## src/rtl/lsu_pkg.sv

```systemverilog
// Shared load/store definitions: memop codes, sequencer states and the
// request legality rule used by the LSU and the future fetch-side checker.
package lsu_pkg;

    localparam logic [2:0] MOP_B  = 3'b000;
    localparam logic [2:0] MOP_H  = 3'b001;
    localparam logic [2:0] MOP_W  = 3'b010;
    localparam logic [2:0] MOP_BU = 3'b100;
    localparam logic [2:0] MOP_HU = 3'b101;

    localparam logic [2:0] S_IDLE   = 3'd0;
    localparam logic [2:0] S_LD_RD  = 3'd1;
    localparam logic [2:0] S_LD_CAP = 3'd2;
    localparam logic [2:0] S_ST_RD  = 3'd3;
    localparam logic [2:0] S_ST_WR  = 3'd4;
    localparam logic [2:0] S_RESP   = 3'd5;

    typedef struct packed {
        logic       we;
        logic [2:0] op;
        logic [4:0] rd;
    } lsu_ctl_t;

    // Unsigned memops only make sense for loads.
    function automatic logic lsu_illegal(
        input logic       we,
        input logic [2:0] op,
        input logic [1:0] lo
    );
        logic bad;
        case (op)
            MOP_B:   bad = 1'b0;
            MOP_H:   bad = lo[0];
            MOP_W:   bad = |lo;
            MOP_BU:  bad = we;
            MOP_HU:  bad = we | lo[0];
            default: bad = 1'b1;
        endcase
        return bad;
    endfunction

endpackage

```

## src/rtl/lsu_align_chk.sv

```systemverilog
// Combinational memop legality check (alignment, opcode, store signedness).
module lsu_align_chk
    import lsu_pkg::*;
(
    input  logic       we,
    input  logic [2:0] op,
    input  logic [1:0] addr_lo,
    output logic       illegal
);

    assign illegal = lsu_illegal(we, op, addr_lo);

endmodule

```

## src/rtl/lsu_dmem_seq.sv

```systemverilog
// Load/store sequencer between execute and dmem: read edge, merge read,
// write edge. Optional counters under `LSU_DMEM_STATS_EN.
module lsu_dmem_seq
    import lsu_pkg::*;
#(
    parameter int ADDR_W = 32,
    parameter int DATA_W = 32,
    parameter int MEM_AW = 15
) (
    input  logic              clk,
    input  logic              reset,
    input  logic              req_valid,
    output logic              req_ready,
    input  logic              req_we,
    input  logic [2:0]        req_op,
    input  logic [ADDR_W-1:0] req_addr,
    input  logic [DATA_W-1:0] req_wdata,
    input  logic [4:0]        req_rd,
    output logic              resp_valid,
    input  logic              resp_ready,
    output logic [DATA_W-1:0] resp_rdata,
    output logic [4:0]        resp_rd,
    output logic              resp_err,
    output logic [ADDR_W-1:0] dmemaddr,
    output logic [DATA_W-1:0] dmemdatain,
    output logic [2:0]        dmemop,
    output logic              dmemwe,
    output logic              dmemrden,
    output logic              dmemwren,
    input  logic [DATA_W-1:0] dmemdataout
`ifdef LSU_DMEM_STATS_EN
    ,
    output logic [31:0]       stat_loads,
    output logic [31:0]       stat_stores,
    output logic [31:0]       stat_errs
`endif
);

    // dmem only decodes the byte offset plus MEM_AW word bits.
    localparam logic [ADDR_W-1:0] AMASK =
        ADDR_W'((64'd1 << (MEM_AW + 2)) - 64'd1);

    logic [2:0]        state_q, state_d;
    lsu_ctl_t          ctl_q, ctl_d;
    logic [ADDR_W-1:0] addr_q, addr_d;
    logic [DATA_W-1:0] wdata_q, wdata_d;
    logic [DATA_W-1:0] rdata_q, rdata_d;
    logic              err_q, err_d;
    logic              illegal;

    lsu_align_chk u_chk (
        .we      (req_we),
        .op      (req_op),
        .addr_lo (req_addr[1:0]),
        .illegal (illegal)
    );

    always_comb begin
        state_d = state_q;
        ctl_d   = ctl_q;
        addr_d  = addr_q;
        wdata_d = wdata_q;
        rdata_d = rdata_q;
        err_d   = err_q;
        case (state_q)
            S_IDLE: begin
                if (req_valid) begin
                    ctl_d   = '{we: req_we, op: req_op, rd: req_rd};
                    addr_d  = req_addr;
                    wdata_d = req_wdata;
                    rdata_d = '0;
                    err_d   = illegal;
                    if (illegal)     state_d = S_RESP;
                    else if (req_we) state_d = S_ST_RD;
                    else             state_d = S_LD_RD;
                end
            end
            S_LD_RD:  state_d = S_LD_CAP;
            S_LD_CAP: begin
                rdata_d = dmemdataout;
                state_d = S_RESP;
            end
            S_ST_RD:  state_d = S_ST_WR;
            S_ST_WR:  state_d = S_RESP;
            S_RESP: begin
                if (resp_ready) state_d = S_IDLE;
            end
            default:  state_d = S_IDLE;
        endcase
    end

    always_ff @(posedge clk or negedge reset) begin
        if (!reset) begin
            state_q <= S_IDLE;
            ctl_q   <= '{we: 1'b0, op: MOP_W, rd: 5'd0};
            addr_q  <= '0;
            wdata_q <= '0;
            rdata_q <= '0;
            err_q   <= 1'b0;
        end else begin
            state_q <= state_d;
            ctl_q   <= ctl_d;
            addr_q  <= addr_d;
            wdata_q <= wdata_d;
            rdata_q <= rdata_d;
            err_q   <= err_d;
        end
    end

    assign req_ready  = (state_q == S_IDLE);
    assign resp_valid = (state_q == S_RESP);
    assign resp_rdata = rdata_q;
    assign resp_rd    = ctl_q.rd;
    assign resp_err   = err_q;

    assign dmemaddr   = addr_q & AMASK;
    assign dmemdatain = wdata_q;
    assign dmemop     = ctl_q.op;
    assign dmemwe     = (state_q == S_ST_RD) | (state_q == S_ST_WR);
    assign dmemrden   = (state_q == S_LD_RD) | (state_q == S_ST_RD);
    assign dmemwren   = (state_q == S_ST_WR);

`ifdef LSU_DMEM_STATS_EN
    logic [31:0] ld_cnt_q, ld_cnt_d;
    logic [31:0] st_cnt_q, st_cnt_d;
    logic [31:0] er_cnt_q, er_cnt_d;
    logic        hs;

    assign hs = resp_valid & resp_ready;

    always_comb begin
        ld_cnt_d = ld_cnt_q;
        st_cnt_d = st_cnt_q;
        er_cnt_d = er_cnt_q;
        if (hs) begin
            if (err_q)         er_cnt_d = er_cnt_q + 32'd1;
            else if (ctl_q.we) st_cnt_d = st_cnt_q + 32'd1;
            else               ld_cnt_d = ld_cnt_q + 32'd1;
        end
    end

    always_ff @(posedge clk or negedge reset) begin
        if (!reset) begin
            ld_cnt_q <= '0;
            st_cnt_q <= '0;
            er_cnt_q <= '0;
        end else begin
            ld_cnt_q <= ld_cnt_d;
            st_cnt_q <= st_cnt_d;
            er_cnt_q <= er_cnt_d;
        end
    end

    assign stat_loads  = ld_cnt_q;
    assign stat_stores = st_cnt_q;
    assign stat_errs   = er_cnt_q;
`endif

endmodule

```

## config.mk

```make
export PLATFORM = sky130hd
export DESIGN_NAME = lsu_dmem_seq
export DESIGN_NICKNAME = d
export VERILOG_FILES = /design/src/rtl/lsu_pkg.sv /design/src/rtl/lsu_align_chk.sv /design/src/rtl/lsu_dmem_seq.sv
export SDC_FILE = /design/constraint.sdc
export NUM_CORES = 1
export LEC_CHECK = 0
export BUFFER_PORTS_ARGS = -buffer_cell sky130_fd_sc_hd__buf_2
export CAP_MARGIN = 25
export CORE_MARGIN = 2
export CORE_UTILIZATION = 42
export CTS_CLUSTER_SIZE = 40
export DETAILED_ROUTE_END_ITERATION = 10
export PLACE_DENSITY = 0.8
export SLEW_MARGIN = 0
export SYNTH_ARGS = -nofsm -noshare
export SYNTH_HDL_FRONTEND = slang
export SYNTH_SLANG_ARGS = --single-unit
export TNS_END_PERCENT = 10
```

## constraint.sdc

```tcl
create_clock -name clk -period 2.6 [get_ports clk]
set_clock_uncertainty 0.15 [all_clocks]
set_input_delay 0 -clock clk [delete_from_list [all_inputs] [get_ports clk]]
set_output_delay 0 -clock clk [all_outputs]
set_load 0.005 [all_outputs]
```

==> metrics.txt, run 1 <==
Via-to-Cell Ratio=4.72; most numerous cell in the Yosys netlist=dfrtp_1; CTS root buf=clkbuf_8; synthesized cell area=0.00407 mm^2; H-tree depth=3; Initial Utilization=0.436; Fin Setup TNS=0 ns; Pleak=3.13 nW; num ports=219; period utilisation layout=0.769; PwrDens=1010 mW/mm^2; worst slew pin tran=0.597 ns; top_reg_cell synth=dfrtp_1; Crit. End Element=register; Die X=102 um; share of the yosys chip area belonging to registers=0.572; Max Transition Viols Final=0; total power=6.21 mW; initial drt markers=99; total grt overflow=0; WP data required=2.68 ns; # resized after CTS=0; Max Clock Freq=500 MHz; Worst setup SP type=register; clock slew at reported path FFs=0.09 ns; top cells by area, synth=dfrtp_1 57%, mux2_4 21%, nand2_1 6.1%; Yosys warnings=0; Reg2Reg Launch Point=state_q[1]$_DFFE_PN0P_; Routability Congestion=0.788; Synth Instances=307; status=finished clean; Synth Area per Inst=13.3 um^2; Die ar.=0.0105 mm^2; cts bufs inserted=9; CTS Buffer Depth=2; setup violators final=0; flop and latch count out of synthesis=93; area leader, netlist=dfrtp_1; Worst EP arrival=2.08 ns; CTS tree=done; layout cells sized above 1=0.456; initial antenna violation count=0; Ant. Diodes=0; minimum clock period=2.00 ns; Max-Cap Viols=0; HPWL Detailed=6.56 mm; largest net degree at the start of global routing=91; WL final=11.4 mm; CP Max Fanout=90; area grow syn2layout=51.7%; Post-synth top cells=92 x dfrtp_1, 66 x nand2_1, 58 x mux2_4; first-pass GRT wire length=17.4 mm; FF-to-FF path depth=4; DRT Pass-1 Iters=4; Async S/R FF share, synth=1.00; Clk Latency, worst-skew pair=0.34 ns; Synth top area share=0.566; via count=3396; placed insts=609; Post-route DRC=0; # nets final=694; RSZ-0062 raised after global routing=false; critical path endpoint=dmemdatain[15]$_DFFE_PN0P_; Setup CP Type=register to register; port buffer count=188; Die Ht=102 um; Hold Fails Final Rpt=0; peak supply drop=0.568 mV; worst reg-to-reg setup slack=0.60 ns; per-cell routed wire length=15.8 um; floorplan row count=35; final core utilization=0.662; CTS Sinks=93; vias in the first global route=3559; CORE AREA=0.00933 mm^2; Post-synth EDFFs=0; Hold Path Class=input port to asynchronous set/reset pin; post-route ant nets=0; final std cells w/o fill=719; FF-to-FF End=dmemdatain[15]$_DFFE_PN0P_; Critical Path Source=state_q[1]$_DFFE_PN0P_; Slew headroom=0.601; GRT Overall Usage=0.216; Distinct cells, synth=28
-- what timing repair did --
action | CTS | global route
hold buffers | 94 | 0
setup buffers | 0 | 0
endpoints found under the hold margin | 186 | 0
-- through the flow --
stage	hold WS [ns]	setup WS, ns	instance area, um^2
finish	0.0457	0.601	6170
CTS	0.0497	0.620	6170
floorplan	-0.446	0.894	4120
global route	0.0758	0.523	6170
detailed placement	-0.110	0.642	5030
global placement	0.0553	0.644	4970
-- critical path: stages (launching register included) --
cell and delay (ns):
dfrtp_1 0.50, nor3_4 0.23, and2_4 0.17, buf_12 0.41
mux2_4 0.35
-- final cells by class --
cell class / instances / area, um^2
Clock inverter: 5 / 60.1
Fill cell: 650 / 3160
Clock buffer: 11 / 141
Inverter: 4 / 15.0
Sequential cell: 93 / 2330
Timing Repair Buffer: 286 / 1980
Tap cell: 129 / 161
Multi-Input combinational cell: 191 / 1490
-- kinds of logic (layout without fill, tap and decap cells) --
kind of cell	after synthesis	in the layout	synth area share
flip-flops	93	93	0.572
AND/OR/NAND/NOR	78	78	0.0818
multiplexers	58	58	0.214
AO/OA/AOI/OAI	40	40	0.0541
buffers and inverters	37	306	0.0769
other	1	15	0.000922
-- layer usage --
metal | track usage | vias up | part of all wire
li1 | - | 1555 | -
met1 | 0.244 | 1641 | 0.38
met2 | 0.380 | 168 | 0.52
met3 | 0.0581 | 32 | 0.071
met4 | 0.0985 | 0 | 0.028
met5 | 0 | - | 0
-- power breakdown --
| group | internal [mW] | switching [mW] | leakage, nW |
|---|---|---|---|
| Combinational | 1.59 | 1.08 | 1.88 |
| Clock | 0.473 | 0.490 | 0.0995 |
| Sequential | 2.14 | 0.449 | 1.15 |
-- layout by cell type, fill, tap and decap left out, types with 2 or more instances in the layout --
master,Yosys,layout
nand2_1,66,66
dlygate4sd3_1,0,94
nor2_1,3,3
dfrtp_1,92,92
nor3_1,3,3
buf_2,4,187
o21ai_0,33,33
buf_12,6,2
buf_16,0,2
inv_1,4,4
clkinv_4,0,2
conb_1,1,15
mux2_4,58,58
clkbuf_8,0,10
-- state kept, by name (all words and copies together) (netlist names) --
register	cells
dmemop	3
addr_q	17
resp_err	1
resp_rd	5
resp_rdata	32
state_q	3
dmemdatain	32
-- worst min path at each step --
| stage | start | endpoint | slack [ns] | cells after the start |
|---|---|---|---|---|
| global placement | dmemdataout[19] | resp_rdata[19]$_DFFE_PN0P_ | 0.06 | 3 |
| finish | reset | dmemdatain[3]$_DFFE_PN0P_ | 0.05 | 2 |
| detailed placement | reset | dmemdatain[10]$_DFFE_PN0P_ | -0.11 | 1 |
| floorplan | reset | addr_q[0]$_DFFE_PN0P_ | -0.45 | 0 |
| CTS | reset | dmemdatain[10]$_DFFE_PN0P_ | 0.05 | 2 |
| global route | reset | dmemdatain[3]$_DFFE_PN0P_ | 0.08 | 2 |
Note: power is estimated with default switching activity, not from simulation.
==> inputs of run 2 (changes only) <==
Settings changed: ABC_AREA set to 1, CORE_UTILIZATION 42 to 40, PLACE_DENSITY 0.8 to 0.81.
Clock period 2.6 ns to 1.8 ns, I/O delays scaled along.
==> run 2 against run 1 <==
Net effect:
- global-route usage up 1.0 points
- synthesized cell count increased by 42%
- sequential power increased by 36%
- register-to-register slack got worse by 0.36 ns
- area after synthesis down 5.7%
==> metrics.txt, run 2 <==
floorplan row count=35 (unchanged); setup ws final=0.233 ns (was 0.601 ns); Crit. End Element=register (unchanged); initial antenna violation count=0 (unchanged); Worst EP arrival=1.68 ns (was 2.08 ns); multiplexer share of the synthesized area=0 (was 0.214); top_reg_cell synth=dfrtp_1 (unchanged); Die ar.=0.0104 mm^2 (was 0.0105 mm^2); Pleak=3.45 nW (was 3.13 nW); Via-to-Cell Ratio=4.63 (was 4.72); xor/xnor cell area share of the yosys netlist=0 (unchanged); placed instance area=0.00481 mm^2 (was 0.00503 mm^2); Synth Area per Inst=8.82 um^2 (was 13.3 um^2); Synth Area in Adders=0 (unchanged); Post-synth top cells=242 x nand2_1, 92 x dfrtp_1, 36 x nand3_1 (was 92 x dfrtp_1, 66 x nand2_1, 58 x mux2_4); most numerous cell in the Yosys netlist=nand2_1 (was dfrtp_1); Distinct cells, synth=17 (was 28); Reg power frac=0.439 (was 0.416); logic gate share of total power=0.405 (was 0.429); CTS tree=done (unchanged); Synth top area share=0.600 (was 0.566); Hold Path Class=input port to asynchronous set/reset pin (unchanged); Post-synth EDFFs=0 (unchanged); via count=3939 (was 3396); CP max stage delay=0.56 ns (was 0.50 ns); clock slew at reported path FFs=0.09 ns (about the same); per-cell routed wire length=13.9 um (was 15.8 um); Fin Setup TNS=0 ns (unchanged); area leader, netlist=dfrtp_1 (unchanged); post-synthesis compound-gate area fraction=0.0104 (was 0.0541); CP Max Fanout=3 (was 90); FF-to-FF path depth=6 (was 4); vias in the first global route=4068 (was 3559); slowest CP cell=dlygate4sd3_1 (was dfrtp_1); Post-route DRC=0 (unchanged); Max Transition Viols Final=0 (unchanged); Setup CP Type=input port to register (was register to register); postcts setup bufs=0 (unchanged); area grow syn2layout=55.0% (was 51.7%); simple logic cell fraction of the synthesized area=0.298 (was 0.0818); CORE AREA=0.00928 mm^2 (was 0.00933 mm^2); WL final=11.9 mm (was 11.4 mm); Ant. Diodes=0 (unchanged); synthesized cell area=0.00384 mm^2 (was 0.00407 mm^2); Switching Share=0.378 (was 0.324); largest net degree at the start of global routing=50 (was 91); CTS Buffer Depth=2 (unchanged); num ports=219 (unchanged); initial drt markers=107 (was 99); total grt overflow=0 (unchanged); Worst setup SP type=input port (was register); Die X=102 um (about the same); most frequent cells in the layout=242 x nand2_1, 187 x buf_2, 96 x dlygate4sd3_1, 92 x dfrtp_1, 36 x nand3_1 (was 187 x buf_2, 94 x dlygate4sd3_1, 92 x dfrtp_1, 66 x nand2_1, 58 x mux2_4); total power=8.03 mW (was 6.21 mW); Routability Congestion=0.721 (was 0.788); Max Clock Freq=638 MHz; HPWL Detailed=6.88 mm (was 6.56 mm); Hold Fails Final Rpt=0 (unchanged); Buf/Inv on CP=3 (was 1); post-route ant nets=0 (unchanged); Die Ht=102 um (about the same); H-tree depth=3 (unchanged); RSZ-0062 raised after global routing=false (unchanged); period utilisation layout=0.870; Async S/R FF share, synth=1.00 (unchanged); Max-Cap Viols=0 (unchanged); share of the yosys chip area belonging to registers=0.607 (was 0.572); Yosys warnings=0 (unchanged); # nets final=826 (was 694); Clk Latency, worst-skew pair=0.34 ns (about the same); port buffer count=188 (unchanged); peak supply drop=0.661 mV (was 0.568 mV); DRT Pass-1 Iters=5 (was 4); largest family of logic cells by synthesized area=simple AND/OR/NAND/NOR gates (was multiplexers); WP data required=1.91 ns (was 2.68 ns); most common cell after layout, fill and taps aside=nand2_1 (was buf_2); top cells by area, synth=dfrtp_1 60%, nand2_1 24%, nand3_1 4.7% (was dfrtp_1 57%, mux2_4 21%, nand2_1 6.1%); CP delay by family, top=buffers and inverters (was flip-flops); status=finished clean (unchanged); flop and latch count out of synthesis=93 (unchanged); Design Area, Final=0.00595 mm^2 (was 0.00617 mm^2); worst slew pin tran=0.774 ns (was 0.597 ns); critical path depth in cells=8 (was 4); setup violators final=0 (unchanged); Initial Utilization=0.413 (was 0.436); CP Cell Sequence=dlygate4sd3_1 > buf_2 > nor2_1 > nand3_1 > nand2_1 > nand2_1 > dlygate4sd3_1 > a21oi_1 (was nor3_4 > and2_4 > buf_12 > mux2_4); Clock power frac=0.155 (about the same); layout cells sized above 1=0.302 (was 0.456); Slew headroom=0.482 (was 0.601); Synth Instances=435 (was 307); internal power=4.99 mW (was 4.20 mW); PwrDens=1350 mW/mm^2 (was 1010 mW/mm^2); minimum clock period=1.57 ns; first-pass GRT wire length=18.5 mm (was 17.4 mm); CTS root buf=clkbuf_8 (unchanged); CTS Sinks=93 (unchanged); GRT Overall Usage=0.226 (was 0.216); cts bufs inserted=9 (unchanged); Switching Power=3.04 mW (was 2.02 mW); pre-CTS setup slack=0.242 ns (was 0.642 ns)
-- run 2: cell types whose count changed after synthesis, sizes merged, moves of 4 or more --
cell	change
mux2	-58
nand3	+36
clkbuf	-6
buf	+9
inv	+5
o21ai	-27
nor2	+5
nand2	+177
nor3	-4
-- run 2: cell type report --
type	count	area (um^2)
inverters	9	33.8
well taps	129	161
fillers	708	3340
clock buffers	10	128
multi-input cells	311	1240
clock inverters	6	46.3
repair buffers	293	2010
flip-flops and latches	93	2330
-- run 2: final timing paths --
kind | start | endpoint | slack, ns
max in group asynchronous | reset | dmemop[2]$_DFFE_PN0P_ | 0.25
max reg2reg | state_q[0]$_DFFE_PN0P_ | dmemop[1]$_DFFE_PN1P_ | 0.24
min in group clk | req_wdata[7] | dmemdatain[7]$_DFFE_PN0P_ | 0.23
max | req_op[2] | state_q[1]$_DFFE_PN0P_ | 0.23
min reg2reg | addr_q[3]$_DFFE_PN0P_ | addr_q[3]$_DFFE_PN0P_ | 0.33
min | reset | dmemop[1]$_DFFE_PN1P_ | 0.06
-- run 2: cell families after synthesis --
logic type,Yosys count
AND/OR/NAND/NOR,288
buffers and inverters,45
flip-flops,93
other,1
AO/OA/AOI/OAI,8
-- run 2: metal layers --
layer / global-route usage / up-vias / routed length (um)
met4: 0.0841 / 0 / 323
met1: 0.236 / 1854 / 4510
li1: - / 1867 / -
met5: 0 / - / 0
met2: 0.431 / 185 / 6170
met3: 0.0595 / 33 / 866
-- run 2: repair_timing --
action,CTS,global route
endpoints found under the hold margin,186,16
hold buffers,96,1
gates resized for setup,0,0
setup endpoints to repair,0,4
-- run 2: power by group through the flow --
| stage | Clock (mW) | Combinational, mW | Sequential [mW] |
|---|---|---|---|
| after detailed placement | 0 | 3.05 | 3.54 |
| after global routing | 1.38 | 3.68 | 3.63 |
| final | 1.25 | 3.25 | 3.53 |
| after CTS | 1.31 | 3.22 | 3.50 |
| after floorplan | 0 | 1.58 | 3.61 |
| after global placement | 0 | 2.93 | 3.50 |
-- run 2: per-stage QoR --
stage               utilization  hold slack (ns)  cells
finish                    0.641           0.0609    851
detailed placement        0.518           -0.180    739
global placement          0.518           -0.193    739
global route              0.641           0.0461    851
floorplan                     -           -0.446    449
CTS                       0.641           0.0367    851
